**src/rtl/writeback_queue.sv**
```systemverilog
// Writeback buffer in front of the dual-write-port GPR/HI/LO register file.
// In-order GPR FIFO (2 in / 2 out per cycle), a HI/LO holding register and a pending-write lookup.
module writeback_queue #(
  parameter int DEPTH  = 4,
  parameter int ADDR_W = 5,
  parameter int DATA_W = 32
) (
  input  logic              clk,
  input  logic              rst,
  input  logic              in0_valid,
  input  logic [ADDR_W-1:0] in0_addr,
  input  logic [DATA_W-1:0] in0_data,
  input  logic              in1_valid,
  input  logic [ADDR_W-1:0] in1_addr,
  input  logic [DATA_W-1:0] in1_data,
  output logic              in_ready,
  input  logic              hilo_valid,
  input  logic              hilo_hi_we,
  input  logic              hilo_lo_we,
  input  logic [DATA_W-1:0] hilo_hi_in,
  input  logic [DATA_W-1:0] hilo_lo_in,
  output logic              hilo_ready,
  output logic [ADDR_W-1:0] write_addr0,
  output logic              write_addr0_valid,
  output logic [DATA_W-1:0] write_data0,
  output logic [ADDR_W-1:0] write_addr1,
  output logic              write_addr1_valid,
  output logic [DATA_W-1:0] write_data1,
  output logic [DATA_W-1:0] write_hilo_hi_data,
  output logic              write_hilo_hi_data_valid,
  output logic [DATA_W-1:0] write_hilo_lo_data,
  output logic              write_hilo_lo_data_valid,
  input  logic [ADDR_W-1:0] q_addr0,
  input  logic [ADDR_W-1:0] q_addr1,
  output logic              q_hit0,
  output logic              q_hit1,
  output logic [DATA_W-1:0] q_data0,
  output logic [DATA_W-1:0] q_data1,
  output logic              empty
);

  localparam int PTR_W = $clog2(DEPTH);
  localparam int CNT_W = PTR_W + 1;

  typedef struct packed {
    logic [ADDR_W-1:0] addr;
    logic [DATA_W-1:0] data;
  } entry_t;

  entry_t            mem [DEPTH];
  logic [PTR_W-1:0]  rd_ptr, wr_ptr, wr_ptr1, rd_ptr1;
  logic [CNT_W-1:0]  count, n_drain, n_enq;
  logic              store0, store1;

  logic              held, hi_we_q, lo_we_q, hilo_load;
  logic [DATA_W-1:0] hi_q, lo_q;

  // in_ready depends only on registered count: no credit for the same-cycle drain.
  assign in_ready = (CNT_W'(DEPTH) - count) >= CNT_W'(2);

  // Writes to r0 are accepted but never occupy an entry.
  assign store0  = in0_valid & in_ready & (in0_addr != '0);
  assign store1  = in1_valid & in_ready & (in1_addr != '0);
  assign n_enq   = CNT_W'(store0) + CNT_W'(store1);
  assign n_drain = (count >= CNT_W'(2)) ? CNT_W'(2) : count;
  assign wr_ptr1 = wr_ptr + PTR_W'(store0);
  assign rd_ptr1 = rd_ptr + PTR_W'(1);

  always_ff @(posedge clk) begin
    if (rst) begin
      count  <= '0;
      rd_ptr <= '0;
      wr_ptr <= '0;
    end else begin
      count  <= count - n_drain + n_enq;
      rd_ptr <= rd_ptr + PTR_W'(n_drain);
      wr_ptr <= wr_ptr + PTR_W'(n_enq);
    end
  end

  // NOTE: storage is deliberately not reset; every reader is qualified by count or held.
  always_ff @(posedge clk) begin
    if (store0) mem[wr_ptr]  <= '{addr: in0_addr, data: in0_data};
    if (store1) mem[wr_ptr1] <= '{addr: in1_addr, data: in1_data};
    if (hilo_load) begin
      hi_q <= hilo_hi_in;
      lo_q <= hilo_lo_in;
    end
  end

  assign write_addr0_valid = (count != '0);
  assign write_addr1_valid = (count >= CNT_W'(2));
  assign write_addr0       = write_addr0_valid ? mem[rd_ptr].addr  : '0;
  assign write_data0       = write_addr0_valid ? mem[rd_ptr].data  : '0;
  assign write_addr1       = write_addr1_valid ? mem[rd_ptr1].addr : '0;
  assign write_data1       = write_addr1_valid ? mem[rd_ptr1].data : '0;

  // Walk from oldest to youngest so the last match left standing is the youngest.
  function automatic logic [DATA_W:0] lookup(input logic [ADDR_W-1:0] addr);
    logic [DATA_W:0]  res;
    logic [PTR_W-1:0] idx;
    res = '0;
    for (int i = 0; i < DEPTH; i++) begin
      idx = rd_ptr + PTR_W'(i);
      if ((CNT_W'(i) < count) && (addr != '0) && (mem[idx].addr == addr))
        res = {1'b1, mem[idx].data};
    end
    return res;
  endfunction

  assign {q_hit0, q_data0} = lookup(q_addr0);
  assign {q_hit1, q_data1} = lookup(q_addr1);

  // HI/LO holding register: loads for one cycle, then clears unconditionally.
  assign hilo_ready = !held;
  assign hilo_load  = hilo_valid & !held & (hilo_hi_we | hilo_lo_we);

  always_ff @(posedge clk) begin
    if (rst) begin
      held    <= 1'b0;
      hi_we_q <= 1'b0;
      lo_we_q <= 1'b0;
    end else if (hilo_load) begin
      held    <= 1'b1;
      hi_we_q <= hilo_hi_we;
      lo_we_q <= hilo_lo_we;
    end else begin
      held    <= 1'b0;
      hi_we_q <= 1'b0;
      lo_we_q <= 1'b0;
    end
  end

  assign write_hilo_hi_data_valid = held & hi_we_q;
  assign write_hilo_lo_data_valid = held & lo_we_q;
  assign write_hilo_hi_data       = write_hilo_hi_data_valid ? hi_q : '0;
  assign write_hilo_lo_data       = write_hilo_lo_data_valid ? lo_q : '0;

  assign empty = (count == '0) && !held;

endmodule

```
**config.mk**
```make
export PLATFORM = sky130hd
export DESIGN_NAME = writeback_queue
export DESIGN_NICKNAME = d
export VERILOG_FILES = /design/src/rtl/writeback_queue.sv
export SDC_FILE = /design/constraint.sdc
export NUM_CORES = 1
export LEC_CHECK = 0
export ABC_AREA = 1
export CAP_MARGIN = 20
export CELL_PAD_IN_SITES_DETAIL_PLACEMENT = 1
export CELL_PAD_IN_SITES_GLOBAL_PLACEMENT = 2
export CORE_ASPECT_RATIO = 0.8
export CORE_UTILIZATION = 26
export CTS_CLUSTER_SIZE = 12
export DETAILED_ROUTE_END_ITERATION = 10
export PLACE_DENSITY_LB_ADDON = 0.15
export SLEW_MARGIN = 15
export SYNTH_ARGS = -nofsm -noshare
export SYNTH_HDL_FRONTEND = slang
export SYNTH_SLANG_ARGS = --single-unit
```
**constraint.sdc**
```tcl
create_clock -name clk -period 4.7 [get_ports clk]
set_input_delay 0.705 -clock clk [delete_from_list [all_inputs] [get_ports clk]]
set_output_delay 0.705 -clock clk [all_outputs]
set_load 0.05 [all_outputs]
```
==> insert_results.sql, run 1 <==
INSERT INTO impl_metrics (metric_group, metric, value, unit) VALUES
('timing', 'rsz0062_at_grt', 'false', ''),
('floorplan', 'ios', '366', ''),
('cells_and_area', 'syn2layout_area_growth', '35.2', '%'),
('setup_path', 'setup.worst_path.start', 'rd_ptr[0]', ''),
('logic_synthesis', 'syn_nets', '2550', ''),
('timing', 'slew_headroom', '0.304', ''),
('placed_design', 'place_hpwl', '53000', 'um'),
('clocking', 'clk_root_buffer_cell', 'clkbuf_16', ''),
('timing', 'post-route-period-util', '0.958', ''),
('setup_path', 'critical_path.endpoint_type', 'output pin', ''),
('logic_synthesis', 'syn-cell-area', '0.0166', 'sq mm'),
('global_route', 'grt_first_pass_wirelength', '111000', 'um'),
('logic_synthesis', 'yosys-top-cells-area', 'edfxtp_1 (38%), nand2_1 (16%), o21ai_0 (8.6%)', ''),
('logic_synthesis', 'synth_cells', '2384', ''),
('global_route', 'antenna_violations_before_repair', '2', ''),
('placed_design', 'numPlacedInstances', '3484', ''),
('setup_path', 'timing.critical_path.cells', 'inv_2 > buf_4 > nand2_1 > nand2_1 > nand2_1 > nand2_1 > nand2_1 > nand2_1 > nor2_4 > buf_4 > nand4_1 > nand3_1 > nand2_1 > nand2_1 > buf_4', ''),
('global_route', 'via_count_of_the_first_global_routing_pass', '17700', ''),
('setup_path', 'crit_family', 'simple AND/OR/NAND/NOR gates', ''),
('drt', 'vias_per_cell', '4.84', ''),
('drt', 'detail-route-antenna-nets', '0', ''),
('drt', 'detailroute.via_count', '17200', ''),
('timing', 'achievable-frequency', '0.222', 'GHz'),
('clocking', 'cts_buffer_depth', '3', ''),
('logic_synthesis', 'synth_top_cell_by_area', 'edfxtp_1', ''),
('floorplan', 'design.die.area', '0.0649', 'sq mm'),
('cells_and_area', 'postLayoutCoreUtil', '0.357', ''),
('logic_synthesis', 'yosys.area.top_type_share', '0.384', ''),
('placed_design', 'place.port_buffers', '365', ''),
('floorplan', 'num_rows', '82', ''),
('placed_design', 'place_worst_setup_slack', '527', 'ps'),
('timing', 'finalSetupTns', '0', 'ps'),
('setup_path', 'path_max_fanout', '32', ''),
('clocking', 'holdBufCountCts', '0', ''),
('pwr', 'static-leakage-power', '9.94', 'nW'),
('floorplan', 'die_h', '228', 'um'),
('logic_synthesis', 'ys_seq_area_frac', '0.396', ''),
('setup_path', 'worst_path_most_repeated_cell', 'nand2_1', ''),
('timing', 'layout_setup_ws', '197', 'ps'),
('setup_path', 'criticalPathCategory', 'flip-flop to output pin', ''),
('clocking', 'worstSkewPairLatency', '570', 'ps'),
('clocking', 'clock_sinks', '222', ''),
('floorplan', 'floorplan.die.width', '284', 'um'),
('setup_path', 'critPathBufInv', '4', ''),
('drt', 'detailedRoute.firstIterationViolations', '880', ''),
('cells_and_area', 'final_instance_area', '0.0224', 'sq mm'),
('status', 'status', 'finished clean', ''),
('flow_run', 'drv.max_cap_violation_count', '0', ''),
('cells_and_area', 'stdcell_count', '3547', ''),
('timing', 'minimum_clock_period_after_layout', '4500', 'ps'),
('clocking', 'ctsHtreeMaxLevel', '1', ''),
('drt', 'post-route-drc-count', '0', ''),
('pwr', 'post-layout-total-power', '18.0', 'mW'),
('logic_synthesis', 'synthesis.area_per_instance', '6.96', 'sq um'),
('floorplan', 'core_area', '0.0629', 'sq mm'),
('setup_path', 'critPathArrivalTime', '3800', 'ps'),
('drt', 'route.final.wire_length', '74500', 'um'),
('logic_synthesis', 'synth_seq_cells', '222', ''),
('timing', 'worst_hold_slack', '607', 'ps'),
('setup_path', 'startpoint_type', 'flip-flop', ''),
('cells_and_area', 'fillerInstances', '7619', ''),
('global_route', 'globalRoute.totalOverflow', '0', ''),
('pwr', 'pwr_density_cell', '804', 'mW/mm^2'),
('global_route', 'grt_max_degree', '109', ''),
('drt', 'drt-wirelength-per-cell', '21.0', 'um'),
('cells_and_area', 'fin_nets', '2852', ''),
('setup_path', 'crit-reg2reg-launch', 'count[0]', ''),
('clocking', 'tritoncts', 'yes', ''),
('clocking', 'cts.clk_slew.worst_paths', '60', 'ps'),
('cells_and_area', 'drive_above_1_share', '0.103', ''),
('setup_path', 'crit_path_max_incr_delay', '580', 'ps');
## Yosys cell counts (all sizes together)
master,count
nand2,695
nor2,379
o21ai,292
inv,250
edfxtp,212
nand3,122
buf,103
mux2i,96
nand4,66
clkbuf,55
or2,34
o21a,33
a21oi,11
dfxtp,10
ha,10
xor2,9
o31ai,2
a31oi,1
fa,1
nor4,1
or3b,1
xnor2,1
## kinds of logic (layout without fill, tap and decap cells)
| group | Yosys count | count (layout) | share of synthesized area |
|---|---|---|---|
| flip-flops | 222 | 222 | 0.396 |
| AO/OA/AOI/OAI | 339 | 339 | 0.108 |
| AND/OR/NAND/NOR | 1298 | 1300 | 0.321 |
| multiplexers | 96 | 96 | 0.0579 |
| buffers and inverters | 408 | 728 | 0.104 |
| other | 0 | 1 | 0 |
| XOR/XNOR | 10 | 10 | 0.00528 |
| adder cells (fa/ha/maj) | 11 | 11 | 0.00875 |
## flip-flops by register name, summed over array words and instances (netlist names)
| signal | flops |
|---|---|
| rd_ptr | 2 |
| mem | 148 |
| hi_we_q | 1 |
| lo_we_q | 1 |
| wr_ptr | 2 |
| held | 1 |
| count | 3 |
| hi_q | 32 |
| lo_q | 32 |
## routing by layer
metal | GRT usage | vias up | wire (um)
met5 | 0 | - | 17
met4 | 0.0329 | 2 | 1030
met3 | 0.0377 | 81 | 3710
met2 | 0.371 | 386 | 34300
met1 | 0.307 | 8373 | 35400
li1 | - | 8327 | -
## final cells by class
| type | instances | area, sq um | area share |
|---|---|---|---|
| multi-input combinational | 1756 | 8560 | 0.381 |
| sequential | 222 | 6570 | 0.293 |
| timing repair buffer | 428 | 4480 | 0.200 |
| tap | 840 | 1050 | 0.0468 |
| inverter | 250 | 938 | 0.0418 |
| clock buffer | 32 | 716 | 0.0319 |
| clock inverter | 18 | 124 | 0.00552 |
| antenna | 1 | 2.50 | 0.000112 |
## path summary, 6_finish.rpt
| check | endpoint | depth (start not counted) |
|---|---|---|
| setup / recovery | q_data0[3] | 15 |
| hold / removal | count[0] | 3 |
| setup reg to reg | mem[2][28] | 12 |
| hold reg to reg | count[0] | 3 |
## where the power goes
group / internal [mW] / switching, mW / total [mW]
Clock: 1.14 / 0.871 / 2.01
Sequential: 2.98 / 0.283 / 3.26
Combinational: 3.70 / 9.07 / 12.8
Total: 7.82 / 10.2 / 18.0
## cell usage in the layout, fill, tap and decap left out, drive strengths merged
cell type and n:
nand2 695, nor2 379, o21ai 292, clkdlybuf4s50 262
inv 251, edfxtp 212, buf 166, nand3 124
mux2i 96, nand4 66, or2 34, o21a 33
clkbuf 32, clkinv 14, a21oi 11, ha 10
dfxtp 10, xor2 9, o31ai 2, clkinvlp 2
diode 1, or3b 1, a31oi 1, nor4 1
xnor2 1, fa 1, bufinv 1
## worst min-delay path, delay by kind of cell (launching register included)
| kind | cells | cell delay (ps) |
|---|---|---|
| DFF | 1 | 330 |
| adders and majority gates | 1 | 140 |
| and+or+nand+nor | 1 | 70 |
| buffers and inverters | 1 | 40 |
## what timing repair did
item	4_1_cts	5_1_grt
setup endpoints to repair	27	36
pin swaps	3	2
cloned	1	1
resized for setup	2	6
setup buffers	6	4
Note: power is estimated with default switching activity, not from simulation.
==> inputs of run 2 (changes only) <==
--- a/config.mk
+++ b/config.mk
@@ -10,9 +10,11 @@
 export CELL_PAD_IN_SITES_DETAIL_PLACEMENT = 1
 export CELL_PAD_IN_SITES_GLOBAL_PLACEMENT = 2
 export CORE_ASPECT_RATIO = 0.8
-export CORE_UTILIZATION = 26
+export CORE_UTILIZATION = 33
+export CTS_BUF_LIST = sky130_fd_sc_hd__clkbuf_8
 export CTS_CLUSTER_SIZE = 12
 export DETAILED_ROUTE_END_ITERATION = 10
+export DONT_BUFFER_PORTS = 1
 export PLACE_DENSITY_LB_ADDON = 0.15
 export SLEW_MARGIN = 15
 export SYNTH_ARGS = -nofsm -noshare
==> insert_results.sql, run 2 (synthesis results as in run 1) <==
INSERT INTO impl_metrics (metric_group, metric, value, unit) VALUES
('setup_path', 'path_max_fanout', '50', ''),
('drt', 'detail-route-antenna-nets', '0', ''),
('floorplan', 'design.die.area', '0.0512', 'sq mm'),
('clocking', 'ctsHtreeMaxLevel', '2', ''),
('timing', 'slew_at_the_pin_closest_to_its_max_slew_limit', '1090', 'ps'),
('clocking', 'cts_buffer_depth', '3', ''),
('setup_path', 'worst-r2r-setup-slack', '430', 'ps'),
('floorplan', 'core_area', '0.0497', 'sq mm'),
('timing', 'minimum_clock_period_after_layout', '4340', 'ps'),
('global_route', 'grt_max_degree', '97', ''),
('timing', 'clock_skew', '23.5', 'ps'),
('placed_design', 'place.port_buffers', '0', ''),
('drt', 'route.final.wire_length', '66300', 'um'),
('setup_path', 'timing.critical_path.cells', 'buf_6 > nand2_2 > nand2_8 > nand3_1 > nand2_1 > nor2_1 > nor2_4 > buf_4 > nand4_1 > nand3_1 > nand2_1 > nand2_1 > buf_12', ''),
('timing', 'drv_slew', '0', ''),
('setup_path', 'ff2ff_path_depth', '11', ''),
('timing', 'rsz0062_at_grt', 'false', ''),
('min_path', 'hp-class', 'input port to flip-flop', ''),
('min_path', 'beginning_of_the_worst_hold_path', 'rst', ''),
('drt', 'firstDrtPassIters', '5', ''),
('flow_run', 'drv.max_cap_violation_count', '0', ''),
('drt', 'detailroute.via_count', '16400', ''),
('timing', 'finalSetupViolCount', '0', ''),
('timing', 'post-route-period-util', '0.924', ''),
('pwr', 'post-layout-total-power', '16.7', 'mW'),
('cells_and_area', 'final_common_cell', 'nand2_1', ''),
('cells_and_area', 'mostFrequentLayoutCells', 'nand2_1 (691), nor2_1 (371), o21ai_0 (283)', ''),
('cells_and_area', 'largest_registers', 'mem (148), hi_q (32), lo_q (32)', ''),
('placed_design', 'place_hpwl', '48800', 'um'),
('setup_path', 'critPathBufInv', '3', ''),
('status', 'status', 'finished clean', ''),
('setup_path', 'critical_path.endpoint_type', 'output pin', ''),
('floorplan', 'floorplan.die.width', '253', 'um'),
('timing', 'achievable-frequency', '0.230', 'GHz'),
('setup_path', 'worst_path_most_repeated_cell', 'nand2_1', ''),
('floorplan', 'num_rows', '73', ''),
('min_path', 'timing.hold.worst_endpoint', 'rd_ptr[0]', ''),
('drt', 'drt-wirelength-per-cell', '21.1', 'um'),
('setup_path', 'worst-endpoint-required', '3990', 'ps'),
('clocking', 'cts.clk_slew.worst_paths', '70', 'ps'),
('timing', 'finalSetupTns', '0', 'ps'),
('cells_and_area', 'fin_nets', '2598', ''),
('cells_and_area', 'syn2layout_area_growth', '19.1', '%'),
('clocking', 'clock_sinks', '222', ''),
('cells_and_area', 'drive_above_1_share', '0.116', ''),
('setup_path', 'criticalPathCategory', 'flip-flop to output pin', ''),
('timing', 'slew_headroom', '0.272', ''),
('floorplan', 'ios', '366', ''),
('cells_and_area', 'final_instance_area', '0.0198', 'sq mm'),
('setup_path', 'crit_family', 'simple AND/OR/NAND/NOR gates', ''),
('global_route', 'globalRoute.totalOverflow', '0', ''),
('setup_path', 'critPathArrivalTime', '3640', 'ps'),
('pwr', 'static-leakage-power', '9.00', 'nW'),
('placed_design', 'placed_area', '0.0189', 'sq mm'),
('setup_path', 'crit-reg2reg-launch', 'count[0]', ''),
('clocking', 'tritoncts', 'yes', ''),
('timing', 'final_hold_viol_count', '0', ''),
('setup_path', 'critPathSlowestCell', 'dfxtp_4', ''),
('global_route', 'via_count_of_the_first_global_routing_pass', '16500', ''),
('timing', 'worst_hold_slack', '204', 'ps'),
('drt', 'detailedRoute.firstIterationViolations', '1047', ''),
('cells_and_area', 'registers.top_by_ff_count', 'mem', ''),
('setup_path', 'crit_path_max_incr_delay', '550', 'ps'),
('clocking', 'clk_root_buffer_cell', 'clkbuf_8', ''),
('placed_design', 'place.gp.congestion', '0.852', ''),
('pwr', 'pwr_density_cell', '846', 'mW/mm^2'),
('floorplan', 'initial_core_util', '0.334', ''),
('cells_and_area', 'largest_register_ffs', '148', ''),
('global_route', 'grt_first_pass_wirelength', '99100', 'um'),
('global_route', 'antenna_violations_before_repair', '2', ''),
('drt', 'vias_per_cell', '5.21', ''),
('pwr', 'vdd_drop_max', '0.517', 'mV'),
('min_path', 'min_delay_path_depth', '1', ''),
('clocking', 'worstSkewPairLatency', '580', 'ps'),
('drt', 'post-route-drc-count', '0', ''),
('setup_path', 'startpoint_type', 'flip-flop', ''),
('cells_and_area', 'postLayoutCoreUtil', '0.398', ''),
('clocking', 'tritoncts.num_buffers', '42', ''),
('setup_path', 'rr_endpoint', 'mem[0][14]', ''),
('global_route', 'grt_usage', '0.255', ''),
('floorplan', 'die_h', '203', 'um');
[run 2: changes by cell type in the layout (fill, tap and decap cells not counted), sizes merged]
cell,previous run,this run
buf,166,162
clkbuf,32,42
clkdlybuf4s50,262,0
clkinvlp,2,3
inv,251,266
nand3,124,122
[run 2: how the worst max path moves through the flow]
stage / startpoint / end / slack [ps] / cells after the start
final: rd_ptr[0] / q_data1[1] / 360 / 13
after global routing: rd_ptr[0] / q_data0[1] / 90 / 14
after CTS: rd_ptr[0] / q_data1[2] / 10 / 10
after detailed placement: count[0] / mem[0][17] / 410 / 11
after global placement: count[0] / mem[0][8] / 500 / 11
after floorplan: count[0] / mem[2][0] / -230 / 8
[run 2: power by group]
part           leakage, nW  switching (mW)  internal [mW]
logic                 6.49            8.59           3.07
registers             2.07           0.309           2.98
clock network        0.439           0.881          0.894
total                 9.00            9.78           6.94
[run 2: through the flow]
stage / setup WS, ps / instances
floorplan: -230 / 2384
global placement: 503 / 3056
detailed placement: 406 / 3058
CTS: 9.80 / 3139
global route: 94.8 / 3140
finish: 357 / 3140
[run 2: worst register-to-register path, cell delays in order (launching register included)]
cell and delay (ps):
dfxtp_1 340, inv_1 100, ha_1 220, ha_2 310, or3b_2 630, nand2_1 120
a31oi_1 120, ha_1 290, xnor2_1 470, nand3_4 450, o21ai_4 460, buf_4 440
[run 2: what timing repair did]
action                                  CTS  global route
resized for setup                         0             8
setup buffers                             5             0
pin swaps                                 2             0
hold buffers                              0             0
endpoints found under the setup margin   38            64
[run 2: routing by layer]
metal	wire, um	global-route usage	vias to the layer above
met4	2120	0.0892	2
li1	-	-	7814
met3	4730	0.0578	114
met5	13	0	-
met1	29200	0.333	7919
met2	30200	0.413	508
[run 2: layout make-up]
class                      count  area, sq um
multi-input combinational   1754         8520
timing repair buffer         162         2120
sequential                   222         6570
clock buffer                  42          578
fill                        6193        29900
clock inverter                34          179
inverter                     250          941
antenna                        1         2.50
tap                          675          845
==> inputs of run 3 (changes only) <==
--- a/config.mk
+++ b/config.mk
@@ -12,10 +12,12 @@
 export CORE_ASPECT_RATIO = 0.8
 export CORE_UTILIZATION = 33
 export CTS_BUF_LIST = sky130_fd_sc_hd__clkbuf_8
+export CTS_CLUSTER_DIAMETER = 80
 export CTS_CLUSTER_SIZE = 12
 export DETAILED_ROUTE_END_ITERATION = 10
 export DONT_BUFFER_PORTS = 1
 export PLACE_DENSITY_LB_ADDON = 0.15
+export SKIP_LAST_GASP = 1
 export SLEW_MARGIN = 15
 export SYNTH_ARGS = -nofsm -noshare
 export SYNTH_HDL_FRONTEND = slang
==> insert_results.sql, run 3 (synthesis results as in run 1) <==
INSERT INTO impl_metrics (metric_group, metric, value, unit) VALUES
('min_path', 'hp-class', 'input port to flip-flop', ''),
('drt', 'drt-wirelength-per-cell', '21.3', 'um'),
('placed_design', 'place_hpwl', '48800', 'um'),
('cells_and_area', 'drive_above_1_share', '0.105', ''),
('timing', 'final_hold_viol_count', '0', ''),
('timing', 'clock_skew', '16.4', 'ps'),
('global_route', 'grt_max_degree', '97', ''),
('timing', 'slew_at_the_pin_closest_to_its_max_slew_limit', '1090', 'ps'),
('drt', 'detail-route-antenna-nets', '0', ''),
('placed_design', 'place.port_buffers', '0', ''),
('setup_path', 'crit_path_max_incr_delay', '550', 'ps'),
('clocking', 'holdBufCountCts', '0', ''),
('clocking', 'worstSkewPairLatency', '580', 'ps'),
('global_route', 'globalRoute.totalOverflow', '0', ''),
('cells_and_area', 'seqCellArea', '0.00657', 'sq mm'),
('timing', 'achievable-frequency', '0.223', 'GHz'),
('cells_and_area', 'registers.top_by_ff_count', 'mem', ''),
('global_route', 'antenna_violations_before_repair', '2', ''),
('clocking', 'cts_buffer_depth', '3', ''),
('timing', 'drv_slew', '0', ''),
('cells_and_area', 'multi_input_comb_area', '0.00852', 'sq mm'),
('cells_and_area', 'final_common_cell', 'nand2_1', ''),
('setup_path', 'critPathBufInv', '3', ''),
('clocking', 'cts.clk_slew.worst_paths', '90', 'ps'),
('setup_path', 'critPathArrivalTime', '3790', 'ps'),
('global_route', 'grt_first_pass_wirelength', '98600', 'um'),
('clocking', 'tritoncts', 'yes', ''),
('pwr', 'pwr_density_cell', '832', 'mW/mm^2'),
('setup_path', 'startpoint_type', 'flip-flop', ''),
('drt', 'post-route-drc-count', '0', ''),
('global_route', 'via_count_of_the_first_global_routing_pass', '16300', ''),
('floorplan', 'floorplan.die.width', '253', 'um'),
('pwr', 'static-leakage-power', '8.77', 'nW'),
('setup_path', 'crit_family', 'simple AND/OR/NAND/NOR gates', ''),
('timing', 'post-route-period-util', '0.956', ''),
('drt', 'firstDrtPassIters', '5', ''),
('cells_and_area', 'mostFrequentLayoutCells', 'nand2_1 (691), nor2_1 (371), o21ai_0 (283)', ''),
('cells_and_area', 'largest_register_ffs', '148', ''),
('placed_design', 'placed_area', '0.0189', 'sq mm'),
('global_route', 'grt_usage', '0.253', ''),
('setup_path', 'path_max_fanout', '50', ''),
('timing', 'minimum_clock_period_after_layout', '4490', 'ps'),
('drt', 'vias_per_cell', '5.23', ''),
('setup_path', 'worst_path_most_repeated_cell', 'nand2_1', ''),
('status', 'status', 'finished clean', ''),
('setup_path', 'timing.critical_path.cells', 'buf_4 > nand2_2 > nand2_8 > nand3_1 > nand2_1 > nor2_1 > nor2_4 > buf_4 > nand4_1 > nand3_1 > nand2_1 > nand2_1 > buf_12', ''),
('cells_and_area', 'fillerInstances', '6209', ''),
('floorplan', 'die_h', '203', 'um'),
('timing', 'finalSetupTns', '0', 'ps'),
('setup_path', 'criticalPathCategory', 'flip-flop to output pin', ''),
('clocking', 'clk_root_buffer_cell', 'clkbuf_8', ''),
('flow_run', 'drv.max_cap_violation_count', '0', ''),
('setup_path', 'worst-endpoint-required', '3990', 'ps'),
('timing', 'rsz0062_at_grt', 'true', ''),
('cells_and_area', 'largest_registers', 'mem (148), hi_q (32), lo_q (32)', ''),
('cells_and_area', 'final_instance_area', '0.0194', 'sq mm'),
('timing', 'finalSetupViolCount', '0', ''),
('clocking', 'clock_sinks', '222', ''),
('cells_and_area', 'syn2layout_area_growth', '16.6', '%'),
('drt', 'detailroute.via_count', '16200', ''),
('floorplan', 'initial_core_util', '0.334', ''),
('cells_and_area', 'fin_nets', '2578', ''),
('floorplan', 'design.die.area', '0.0512', 'sq mm'),
('floorplan', 'ios', '366', ''),
('drt', 'detailedRoute.firstIterationViolations', '967', ''),
('setup_path', 'critical_path.endpoint_type', 'output pin', ''),
('placed_design', 'place.gp.congestion', '0.852', ''),
('timing', 'slew_headroom', '0.269', ''),
('clocking', 'ctsHtreeMaxLevel', '1', ''),
('pwr', 'vdd_drop_max', '0.572', 'mV'),
('timing', 'worst_hold_slack', '186', 'ps'),
('setup_path', 'worst-r2r-setup-slack', '430', 'ps'),
('floorplan', 'core_area', '0.0497', 'sq mm'),
('drt', 'route.final.wire_length', '65900', 'um'),
('clocking', 'tritoncts.num_buffers', '22', ''),
('setup_path', 'critPathSlowestCell', 'dfxtp_4', ''),
('floorplan', 'num_rows', '73', '');
## run 3: what timing repair did
action,in CTS,in global routing
buffers inserted,5,0
setup endpoints to repair,51,65
gates resized for setup,1,6
pin swaps,2,0
cloned,0,0
## run 3: path summary, 6_finish.rpt
check | to | cells past startpoint | start
worst max-delay path | q_data1[2] | 13 | rd_ptr[0]
worst min-delay path | rd_ptr[0] | 1 | rst
worst max register to register | mem[0][8] | 11 | count[0]
worst min register to register | count[0] | 3 | count[0]
## run 3: layout make-up
cell class                      instances  area share
Tap cell                              675      0.0436
Clock inverter                         10     0.00200
Clock buffer                           23      0.0164
Sequential cell                       222       0.340
Multi-Input combinational cell       1754       0.440
Antenna cell                            1    0.000129
Inverter                              250      0.0486
Timing Repair Buffer                  162       0.109
## run 3: worst reg2reg max path, stage by stage, from the launching register on
cell and delay [ps]:
dfxtp_1 350, inv_1 100, ha_1 220, ha_2 310, or3b_2 630, nand2_1 120
a31oi_1 110, ha_1 290, xnor2_1 470, nand3_4 440, o21ai_4 460, buf_4 440
## run 3: power breakdown
group          switching [mW]  leakage (nW)  internal, mW
logic                    8.60          6.49          3.06
clock network           0.716         0.213         0.447
registers               0.308          2.07          2.97
total                    9.62          8.77          6.49
## run 3: metrics by stage
stage	util	total power, mW	setup slack [ps]	instances
after CTS	0.389	16.1	63.8	3096
after floorplan	-	11.0	-230	2384
after global placement	0.380	14.7	503	3056
final	0.390	16.1	208	3097
after global routing	0.390	17.1	-31.0	3097
after detailed placement	0.380	14.9	406	3058
## run 3: layer usage
layer / GRT usage / part of all wire / vias up
met5: 0 / 0.00020 / -
met4: 0.0829 / 0.033 / 2
met3: 0.0545 / 0.071 / 107
met2: 0.412 / 0.45 / 513
met1: 0.333 / 0.44 / 7843
li1: - / - / 7742
